<file path="src/rtl/ex_div.sv">
// ex_div: iterative RV32M divider sitting in the EX stage behind ID/EX.
// Executes DIV/DIVU/REM/REMU with a 32-step restoring algorithm on operand
// magnitudes, applies the RISC-V sign rules afterwards, and stalls the
// front pipeline through div_hold_o while a division is in flight.
//
// Ports:
//   clk_100MHz    core clock, rising edge
//   rst           synchronous active-high reset
//   start_i       division request from ID/EX
//   op_i          funct3[1:0]: 00 DIV, 01 DIVU, 10 REM, 11 REMU
//   dividend_i    rs1 data
//   divisor_i     rs2 data
//   reg_w_addr_i  destination register
//   jump_ena_i    flush; aborts any operation
//   div_hold_o    stall request to ID/EX
//   busy_o        FSM not idle
//   ready_o       one-cycle result strobe
//   result_o      quotient or remainder, held between strobes
//   reg_w_ena_o   write enable, same as ready_o
//   reg_w_addr_o  destination of the result on result_o
//
// state | meaning
// IDLE  | waiting for an accepted start
// CALC  | restoring iterations, one quotient bit per clock
// DONE  | sign correction, result register load, ready strobe
module ex_div #(
  parameter int XLEN  = 32,
  parameter int CNT_W = 5
) (
  input  logic            clk_100MHz,
  input  logic            rst,
  input  logic            start_i,
  input  logic [1:0]      op_i,
  input  logic [XLEN-1:0] dividend_i,
  input  logic [XLEN-1:0] divisor_i,
  input  logic [4:0]      reg_w_addr_i,
  input  logic            jump_ena_i,
  output logic            div_hold_o,
  output logic            busy_o,
  output logic            ready_o,
  output logic [XLEN-1:0] result_o,
  output logic            reg_w_ena_o,
  output logic [4:0]      reg_w_addr_o
);

  typedef enum logic [1:0] {IDLE, CALC, DONE} state_t;

  state_t            state_q, state_d;
  logic              op_rem_q;
  logic              sign_a_q, sign_b_q;
  logic              special_q;
  logic [4:0]        addr_q;
  logic [XLEN-1:0]   quot_q, rem_q, div_mag_q;
  logic [CNT_W-1:0]  cnt_q;

  logic              signed_op;
  logic              div_zero, sgn_ovf, special;
  logic              start_ok;
  logic [XLEN-1:0]   mag_a, mag_b;
  logic [XLEN:0]     rem_sh, diff;
  logic [XLEN-1:0]   q_fix, r_fix;

  assign signed_op = ~op_i[0];
  assign div_zero  = (divisor_i == '0);
  assign sgn_ovf   = signed_op && (dividend_i == {1'b1, {(XLEN-1){1'b0}}})
                     && (divisor_i == '1);
  assign special   = div_zero | sgn_ovf;

  // ready_o blocks acceptance because the finished instruction is still in
  // ID/EX during the strobe cycle and would otherwise be issued twice.
  assign start_ok  = (state_q == IDLE) & start_i & ~jump_ena_i & ~ready_o;

  assign mag_a = (signed_op & dividend_i[XLEN-1]) ? -dividend_i : dividend_i;
  assign mag_b = (signed_op & divisor_i[XLEN-1])  ? -divisor_i  : divisor_i;

  // Remainder can reach divisor-1 before the shift, so the trial needs one
  // extra bit to hold the shifted value without overflow.
  assign rem_sh = {rem_q, quot_q[XLEN-1]};
  assign diff   = rem_sh - {1'b0, div_mag_q};

  // Special-case results are final when loaded, so they skip sign fixing.
  assign q_fix = (special_q | ~(sign_a_q ^ sign_b_q)) ? quot_q : -quot_q;
  assign r_fix = (special_q | ~sign_a_q) ? rem_q : -rem_q;

  assign busy_o      = (state_q != IDLE);
  assign div_hold_o  = busy_o | (start_i & ~ready_o & ~jump_ena_i);
  assign reg_w_ena_o = ready_o;

  always_comb begin
    state_d = state_q;
    case (state_q)
      IDLE:    if (start_ok) state_d = special ? DONE : CALC;
      CALC:    if (cnt_q == CNT_W'(XLEN-1)) state_d = DONE;
      DONE:    state_d = IDLE;
      default: state_d = IDLE;
    endcase
    if (jump_ena_i) state_d = IDLE;
  end

  always_ff @(posedge clk_100MHz) begin
    if (rst) state_q <= IDLE;
    else     state_q <= state_d;
  end

  always_ff @(posedge clk_100MHz) begin
    if (rst) begin
      op_rem_q     <= 1'b0;
      sign_a_q     <= 1'b0;
      sign_b_q     <= 1'b0;
      special_q    <= 1'b0;
      addr_q       <= '0;
      quot_q       <= '0;
      rem_q        <= '0;
      div_mag_q    <= '0;
      cnt_q        <= '0;
      ready_o      <= 1'b0;
      result_o     <= '0;
      reg_w_addr_o <= '0;
    end else begin
      ready_o <= 1'b0;
      if (!jump_ena_i) begin
        case (state_q)
          IDLE: begin
            if (start_ok) begin
              op_rem_q  <= op_i[1];
              sign_a_q  <= signed_op & dividend_i[XLEN-1];
              sign_b_q  <= signed_op & divisor_i[XLEN-1];
              special_q <= special;
              addr_q    <= reg_w_addr_i;
              div_mag_q <= mag_b;
              cnt_q     <= '0;
              if (div_zero) begin
                quot_q <= '1;
                rem_q  <= dividend_i;
              end else if (sgn_ovf) begin
                quot_q <= {1'b1, {(XLEN-1){1'b0}}};
                rem_q  <= '0;
              end else begin
                quot_q <= mag_a;
                rem_q  <= '0;
              end
            end
          end
          CALC: begin
            cnt_q <= cnt_q + CNT_W'(1);
            if (!diff[XLEN]) begin
              rem_q  <= diff[XLEN-1:0];
              quot_q <= {quot_q[XLEN-2:0], 1'b1};
            end else begin
              rem_q  <= rem_sh[XLEN-1:0];
              quot_q <= {quot_q[XLEN-2:0], 1'b0};
            end
          end
          DONE: begin
            result_o     <= op_rem_q ? r_fix : q_fix;
            reg_w_addr_o <= addr_q;
            ready_o      <= 1'b1;
          end
          default: ;
        endcase
      end
    end
  end

endmodule

</file>
<file path="config.mk">
export PLATFORM = sky130hd
export DESIGN_NAME = ex_div
export DESIGN_NICKNAME = d
export VERILOG_FILES = /design/src/rtl/ex_div.sv
export SDC_FILE = /design/constraint.sdc
export NUM_CORES = 1
export LEC_CHECK = 0
export CORE_ASPECT_RATIO = 0.5
export CORE_UTILIZATION = 45
export DETAILED_ROUTE_END_ITERATION = 10
export HOLD_SLACK_MARGIN = 0.1
export PLACE_DENSITY = 0.77
export RECOVER_POWER = 25
export SLEW_MARGIN = 20
export SYNTH_ARGS = -nofsm -noshare
export SYNTH_HDL_FRONTEND = slang
export SYNTH_SLANG_ARGS = --single-unit
export TNS_END_PERCENT = 30
</file>
<file path="constraint.sdc">
create_clock -name clk_100MHz -period 8.85 [get_ports clk_100MHz]
set_clock_uncertainty 0.1 [all_clocks]
set_input_delay 0.885 -clock clk_100MHz [delete_from_list [all_inputs] [get_ports clk_100MHz]]
set_output_delay 0.885 -clock clk_100MHz [all_outputs]
set_load 0.03 [all_outputs]
</file>
==> flow_metrics.py, run 1 <==
metrics = {
    "outcome": {
        "status": "complete, but fails checks",
        "violations": "capacitance limit, slew limit",
    },
    "timing": {
        "setup_viol": 0,
        "hold_slack_ns": 0.3460,
        "fin_crit_ns": 4.633,
        "relSlewSlack_pct": -149.0,
        "tns_ns": 0,
        "period_share_pct": 52.35,
        "worst_slew_pin_slew_ns": 3.736,
        "rsz0062_at_grt": "no",
        "drv_slew": 86,
        "fmax_mhz": 215.8,
        "finalHoldViolations": 0,
    },
    "worst_setup_path": {
        "crit_type": "primary input to register",
        "crit_chain": "buf_4 -> clkbuf_1 -> or3_1 -> o22ai_1",
        "required_ns": 9.04,
        "critPathMaxFanout": 85,
        "slowest_delay_ns": 2.67,
        "cp.arrival_ns": 4.82,
        "endpoint_kind": "register",
        "critPathLaunchType": "primary input",
        "critPathBufInv": 2,
        "cp_slowest_cell": "clkbuf_1",
        "cp_top_family": "buffers and inverters",
    },
    "cells_and_area": {
        "register_area_um2": 3004,
        "syn_to_final_growth_pct": 16.70,
        "fillers": 2287,
        "multi_input_area_um2": 7443,
        "final_area_um2": 12920,
        "instances_no_fill": 1901,
        "diodes": 0,
        "drive_gt1_share_pct": 4.984,
        "fin_nets": 1667,
    },
    "yosys": {
        "yosysSeqAreaShare_pct": 27.13,
        "avgSynthCellArea_um2": 7.297,
        "ys.flop_type": "dfxtp_1",
        "synth_area_um2": 11070,
        "synth-seq-cells": 150,
        "synth_top_area_share_pct": 27.13,
        "synth_top_area_cell": "dfxtp_1",
        "syn_inst": 1517,
        "synth_edf_count": 0,
        "synth.top_cells.by_count": "a21oi_1 (198), nand2_1 (170), nor2_1 (153)",
        "synth_nets": 1632,
        "synthArstFlopShare_pct": 0,
        "synthDistinctLibCells": 72,
        "yosysMostFrequentCell": "a21oi_1",
        "yosys_warnings": 0,
        "synth_area_leaders": "dfxtp_1 (27%), a21oi_1 (9.0%), nand2_1 (5.8%)",
    },
    "cts": {
        "cts_tree": "yes",
        "ctsHoldBuffers": 0,
        "htree_levels": 4,
        "cts.clk_slew.worst_paths_ns": 0.07,
        "cts_buffers": 17,
        "clock_latency_ns": 0.44,
        "clock_sinks": 150,
        "clk_path_buf_depth": 2,
        "cts_resized": 0,
        "cts-root-buf": "clkbuf_16",
        "post-cts-setup-buffers": 0,
    },
    "place": {
        "portBuffers": 115,
        "place_congestion": 0.9748,
        "place_hpwl_um": 25400,
        "place_area_um2": 12300,
        "post-place-cells": 1869,
    },
    "flow_run": {
        "cap_violations": 1,
    },
    "floorplanning": {
        "start_util_pct": 45.98,
        "dieWidth_um": 223.8,
        "io_pins": 116,
        "die_h_um": 112.9,
        "fp.dieArea_um2": 25270,
        "coreArea_um2": 24070,
        "rows": 40,
    },
    "routing": {
        "wl_um": 34150,
        "num_vias": 11320,
        "drc": 0,
        "wl_per_cell_um": 17.96,
        "drtIter0Drc": 1433,
        "dr.pass1.iters": 5,
        "drtAntennaViolNets": 0,
        "viasPerCell": 5.957,
    },
    "power": {
        "combinationalPowerShare_pct": 28.1,
        "p_int_uw": 1389,
        "peakVddDrop_mv": 0.09695,
        "pwr-share-seq_pct": 35.2,
        "power.net_switching_uw": 703.9,
        "power.clock.fraction_pct": 36.7,
        "power_density_nw_per_um2": 162.0,
        "power.total_uw": 2092,
        "switching_share_pct": 33.64,
        "power_leakage_uw": 0.004691,
    },
    "grt": {
        "grt_antenna_before_repair": 0,
        "grt_use_total_pct": 27.10,
        "grt-ovfl-total": 0,
        "grt_pass1_wl_um": 54170,
        "grt_pass1_vias": 9931,
        "grt_start_max_net_pins": 86,
    },
    "min_path": {
        "min_path_type": "register to register",
    },
}
[per-stage QoR]
stage / setup WS, ns / utilization [%]
floorplan: 5.716 / -
finish: 4.217 / 53.66
global placement: 4.521 / 51.09
CTS: 4.990 / 53.67
global route: 3.969 / 53.66
detailed placement: 4.574 / 51.10
[final timing paths]
check	from	endpoint	slack, ns	cells past startpoint
max	rst	rem_q[3]	4.22	4
min	result_o[5]	result_o[5]	0.35	2
max reg2reg	quot_q[31]	rem_q[28]	4.86	12
min reg2reg	result_o[5]	result_o[5]	0.35	2
[cells by family (layout without fill, tap and decap cells)]
kind of cell | count (synthesis) | in the layout | synth area share, %
fa+ha+maj | 40 | 40 | 4.589
simple gates | 523 | 523 | 23.01
compound gates | 496 | 496 | 28.05
flops | 150 | 150 | 27.13
mux | 4 | 4 | 0.3617
buf+inv | 165 | 213 | 5.855
xor+xnor | 139 | 139 | 11.00
[layout make-up]
cell class                      instances  area share [%]
Sequential cell                       150           23.26
Tap cell                              336           3.255
Timing Repair Buffer                  126           9.473
Multi-Input combinational cell       1202           57.62
Inverter                               55           1.598
Clock inverter                         12           1.259
Clock buffer                           20           3.535
[metal layers]
| layer | routed length (µm) | share of wire, % | global-route usage (%) | vias up |
|---|---|---|---|---|
| li1 | - | - | - | 5544 |
| met1 | 15710 | 46 | 39.35 | 5184 |
| met2 | 14010 | 41 | 38.59 | 532 |
| met3 | 3634 | 11 | 6.959 | 64 |
| met4 | 792 | 2.3 | 8.950 | 0 |
| met5 | 0 | 0 | 0 | - |
[power groups by stage]
stage	clock (µW)	sequential, µW	combinational (µW)
floorplan	0	736	427
global placement	0	748	569
detailed placement	0	749	573
CTS	777	734	576
global route	805	739	647
finish	769	736	587
[state kept, by name (all words and copies together), names as in the netlist]
| name | cells |
|---|---|
| special_q | 1 |
| sign_b_q | 1 |
| sign_a_q | 1 |
| div_mag_q | 32 |
| reg_w_addr_o | 5 |
| quot_q | 32 |
| rem_q | 32 |
| op_rem_q | 1 |
| result_o | 32 |
| ready_o | 1 |
| state_q | 2 |
| cnt_q | 5 |
| addr_q | 5 |
[tightest hold or removal path: stages, from the launching register on]
cell,delay (ns)
dfxtp_1,0.31
nand2_1,0.05
a21oi_1,0.05
[cells in the final DEF, fill, tap and decap left out, types with 7 or more instances in the layout]
master,Yosys,routed
dlygate4sd3_1,0,34
xor2_1,69,69
a211oi_1,55,55
nand4_1,19,19
o41ai_1,7,7
o22ai_1,7,7
or3_1,17,17
dfxtp_1,150,149
a31oi_1,28,28
o221ai_1,16,16
nand2_1,170,169
inv_1,55,55
nor4_1,19,19
nor3_1,52,52
o21ai_0,61,61
clkbuf_16,0,17
ha_1,39,39
a21oi_1,198,198
a21o_1,20,20
o211ai_1,33,33
a22oi_1,9,9
nand2b_1,14,13
buf_4,3,10
xnor2_1,70,70
nand3_1,17,17
nor2_1,153,152
clkdlybuf4s50_1,0,80
and3_1,12,12
a221oi_1,7,7
o31ai_1,26,26
No activity file was read; power rests on OpenSTA's default activity.
==> inputs of run 2 (changes only) <==
- PLACE_DENSITY: 0.77 -> 0.79
- clock period: 8.85 -> 4.06 ns (I/O delays scaled with it)
==> run 2 against run 1 <==
  * The flow finishes with violations (DRC, capacitance limit, slew limit)
  * Critical path depth up 9
  * Sequential power up 120%
  * Die area unchanged
  * Count of clock-buffer cells in the layout down 2
  * Global-route usage up 0.29 points
  * Final cell count up 1.0%
  * Non-clock buffer count up 19
  * Hold slack better by 0.0021 ns
  * First-iteration DRC count down 8.7%
  * Critical path type is now register to register
  * Largest cell class unchanged
==> flow_metrics.py, run 2 (synthesis gave the netlist of run 1 again) <==
metrics = {
    "cts": {
        "cts_buffers": 17,
        "clock_latency_ns": 0.44,
        "clk_path_buf_depth": 2,
        "ctsHoldBuffers": 0,
        "post-cts-setup-buffers": 0,
        "cts_resized": 0,
        "cts.clk_slew.worst_paths_ns": 0.07,
        "cts-root-buf": "clkbuf_16",
        "clock_sinks": 150,
        "cts_tree": "yes",
        "htree_levels": 4,
    },
    "min_path": {
        "hold_depth": 2,
        "holdPathEnd": "result_o[3]",
        "min_from": "result_o[3]",
        "min_path_type": "register to register",
    },
    "routing": {
        "drc": 1,
        "drtIter0Drc": 1308,
        "viasPerCell": 5.953,
        "wl_um": 35010,
        "num_vias": 11430,
        "dr.pass1.iters": 8,
        "wl_per_cell_um": 18.23,
        "drtAntennaViolNets": 0,
    },
    "cells_and_area": {
        "fillers": 2300,
        "diodes": 0,
        "register_area_um2": 3004,
        "drive_gt1_share_pct": 5.997,
        "syn_to_final_growth_pct": 18.40,
        "layout_commonest_cell": "a21oi_1",
        "multi_input_area_um2": 7436,
        "final_cell_mix": "a21oi_1 (198), nand2_1 (169), nor2_1 (152)",
        "fin_nets": 1686,
    },
    "worst_setup_path": {
        "critPathLaunchType": "register",
        "cp.arrival_ns": 3.83,
        "worst-r2r-cell-count": 13,
        "crit_type": "register to register",
        "required_ns": 4.28,
        "ff2ff_setup_slack_ns": 0.44,
        "r2r-end": "rem_q[27]",
        "endpoint_kind": "register",
        "critPathMaxFanout": 24,
        "r2r_start": "quot_q[31]",
    },
    "grt": {
        "grt_pass1_wl_um": 54670,
        "grt_use_total_pct": 27.39,
        "grt_pass1_vias": 9980,
        "grt_antenna_before_repair": 0,
        "grt_start_max_net_pins": 93,
        "grt-ovfl-total": 0,
    },
    "power": {
        "power_leakage_uw": 0.004822,
        "power_density_nw_per_um2": 359.2,
        "switching_share_pct": 33.09,
        "power.clock.fraction_pct": 38.0,
        "peakVddDrop_mv": 0.3111,
        "power.net_switching_uw": 1558,
        "combinationalPowerShare_pct": 27.9,
        "pwr-share-seq_pct": 34.1,
        "p_int_uw": 3151,
    },
    "floorplanning": {
        "rows": 40,
        "die_h_um": 112.9,
        "io_pins": 116,
        "coreArea_um2": 24070,
        "dieWidth_um": 223.8,
        "fp.dieArea_um2": 25270,
        "start_util_pct": 45.98,
    },
    "timing": {
        "period_share_pct": 89.05,
        "relSlewSlack_pct": -73.02,
        "tns_ns": 0,
        "setup_viol": 0,
        "drv_slew": 93,
        "rsz0062_at_grt": "no",
        "worst_slew_pin_slew_ns": 2.595,
        "finalHoldViolations": 0,
        "fin_crit_ns": 3.615,
        "fmax_mhz": 276.6,
        "hold_slack_ns": 0.3481,
    },
    "place": {
        "place_congestion": 0.9767,
        "portBuffers": 115,
        "place_hpwl_um": 26600,
    },
    "outcome": {
        "violations": "DRC, capacitance limit, slew limit",
        "status": "complete, but fails checks",
    },
    "flow_run": {
        "cap_violations": 2,
    },
}
run 2: cell types whose count changed in the layout (fill, tap and decap cells not counted), sizes merged:
cell,before,now
bufinv,3,5
clkdlybuf4s50,80,76
inv,61,59
clkinv,1,2
buf,10,29
clkbuf,22,20
dlygate4sd3,34,38
clkinvlp,2,3
run 2: worst max-delay path by stage:
stage | endpoint | from
after floorplan | rem_q[20] | quot_q[31]
after global routing | rem_q[13] | quot_q[31]
after CTS | rem_q[27] | quot_q[31]
after global placement | rem_q[27] | quot_q[31]
after detailed placement | rem_q[1] | divisor_i[4]
final | rem_q[27] | quot_q[31]
run 2: worst max-delay path, cell delays in order, from the launching register on:
cell and delay, ns:
dfxtp_1 0.45, inv_1 0.07, ha_1 0.23, fa_1 0.41, nand2b_1 0.18, a211oi_1 0.31
o21ai_1 0.15, o211a_1 0.22, o31ai_1 0.22, and3b_2 0.32, buf_4 0.24, a221oi_1 0.30
o21ai_0 0.13, nor4b_1 0.15
run 2: final cells by class:
class	instances	share of cell area (%)
Clock buffer	18	3.351
Clock inverter	14	1.690
Inverter	55	1.575
Multi-Input combinational cell	1202	56.74
Sequential cell	150	22.92
Tap cell	336	3.208
Timing Repair Buffer	145	10.52
run 2: layer usage:
layer | vias up | track usage [%] | part of all wire (%)
met3 | 51 | 4.960 | 9.3
met5 | - | 0 | 0
met2 | 574 | 41.93 | 43
met1 | 5215 | 39.36 | 46
met4 | 0 | 7.443 | 1.6
li1 | 5590 | - | -
run 2: through the flow:
step | area (µm²) | power [µW] | worst slack [ns] | util (%) | instances
floorplan | 11070 | 2536 | 1.081 | - | 1517
global placement | 12450 | 2900 | 0.5472 | 51.73 | 1888
detailed placement | 12450 | 2916 | 0.5449 | 51.73 | 1888
CTS | 13110 | 4692 | 0.4802 | 54.48 | 1920
global route | 13110 | 4915 | 0.2032 | 54.44 | 1920
finish | 13110 | 4708 | 0.4447 | 54.44 | 1920
run 2: power by group through the flow:
stage               clock, µW  sequential (µW)  combinational, µW
CTS                      1800             1600               1290
global placement            0             1630               1270
detailed placement          0             1630               1280
finish                   1790             1600               1310
floorplan                   0             1600                932
global route             1870             1610               1430
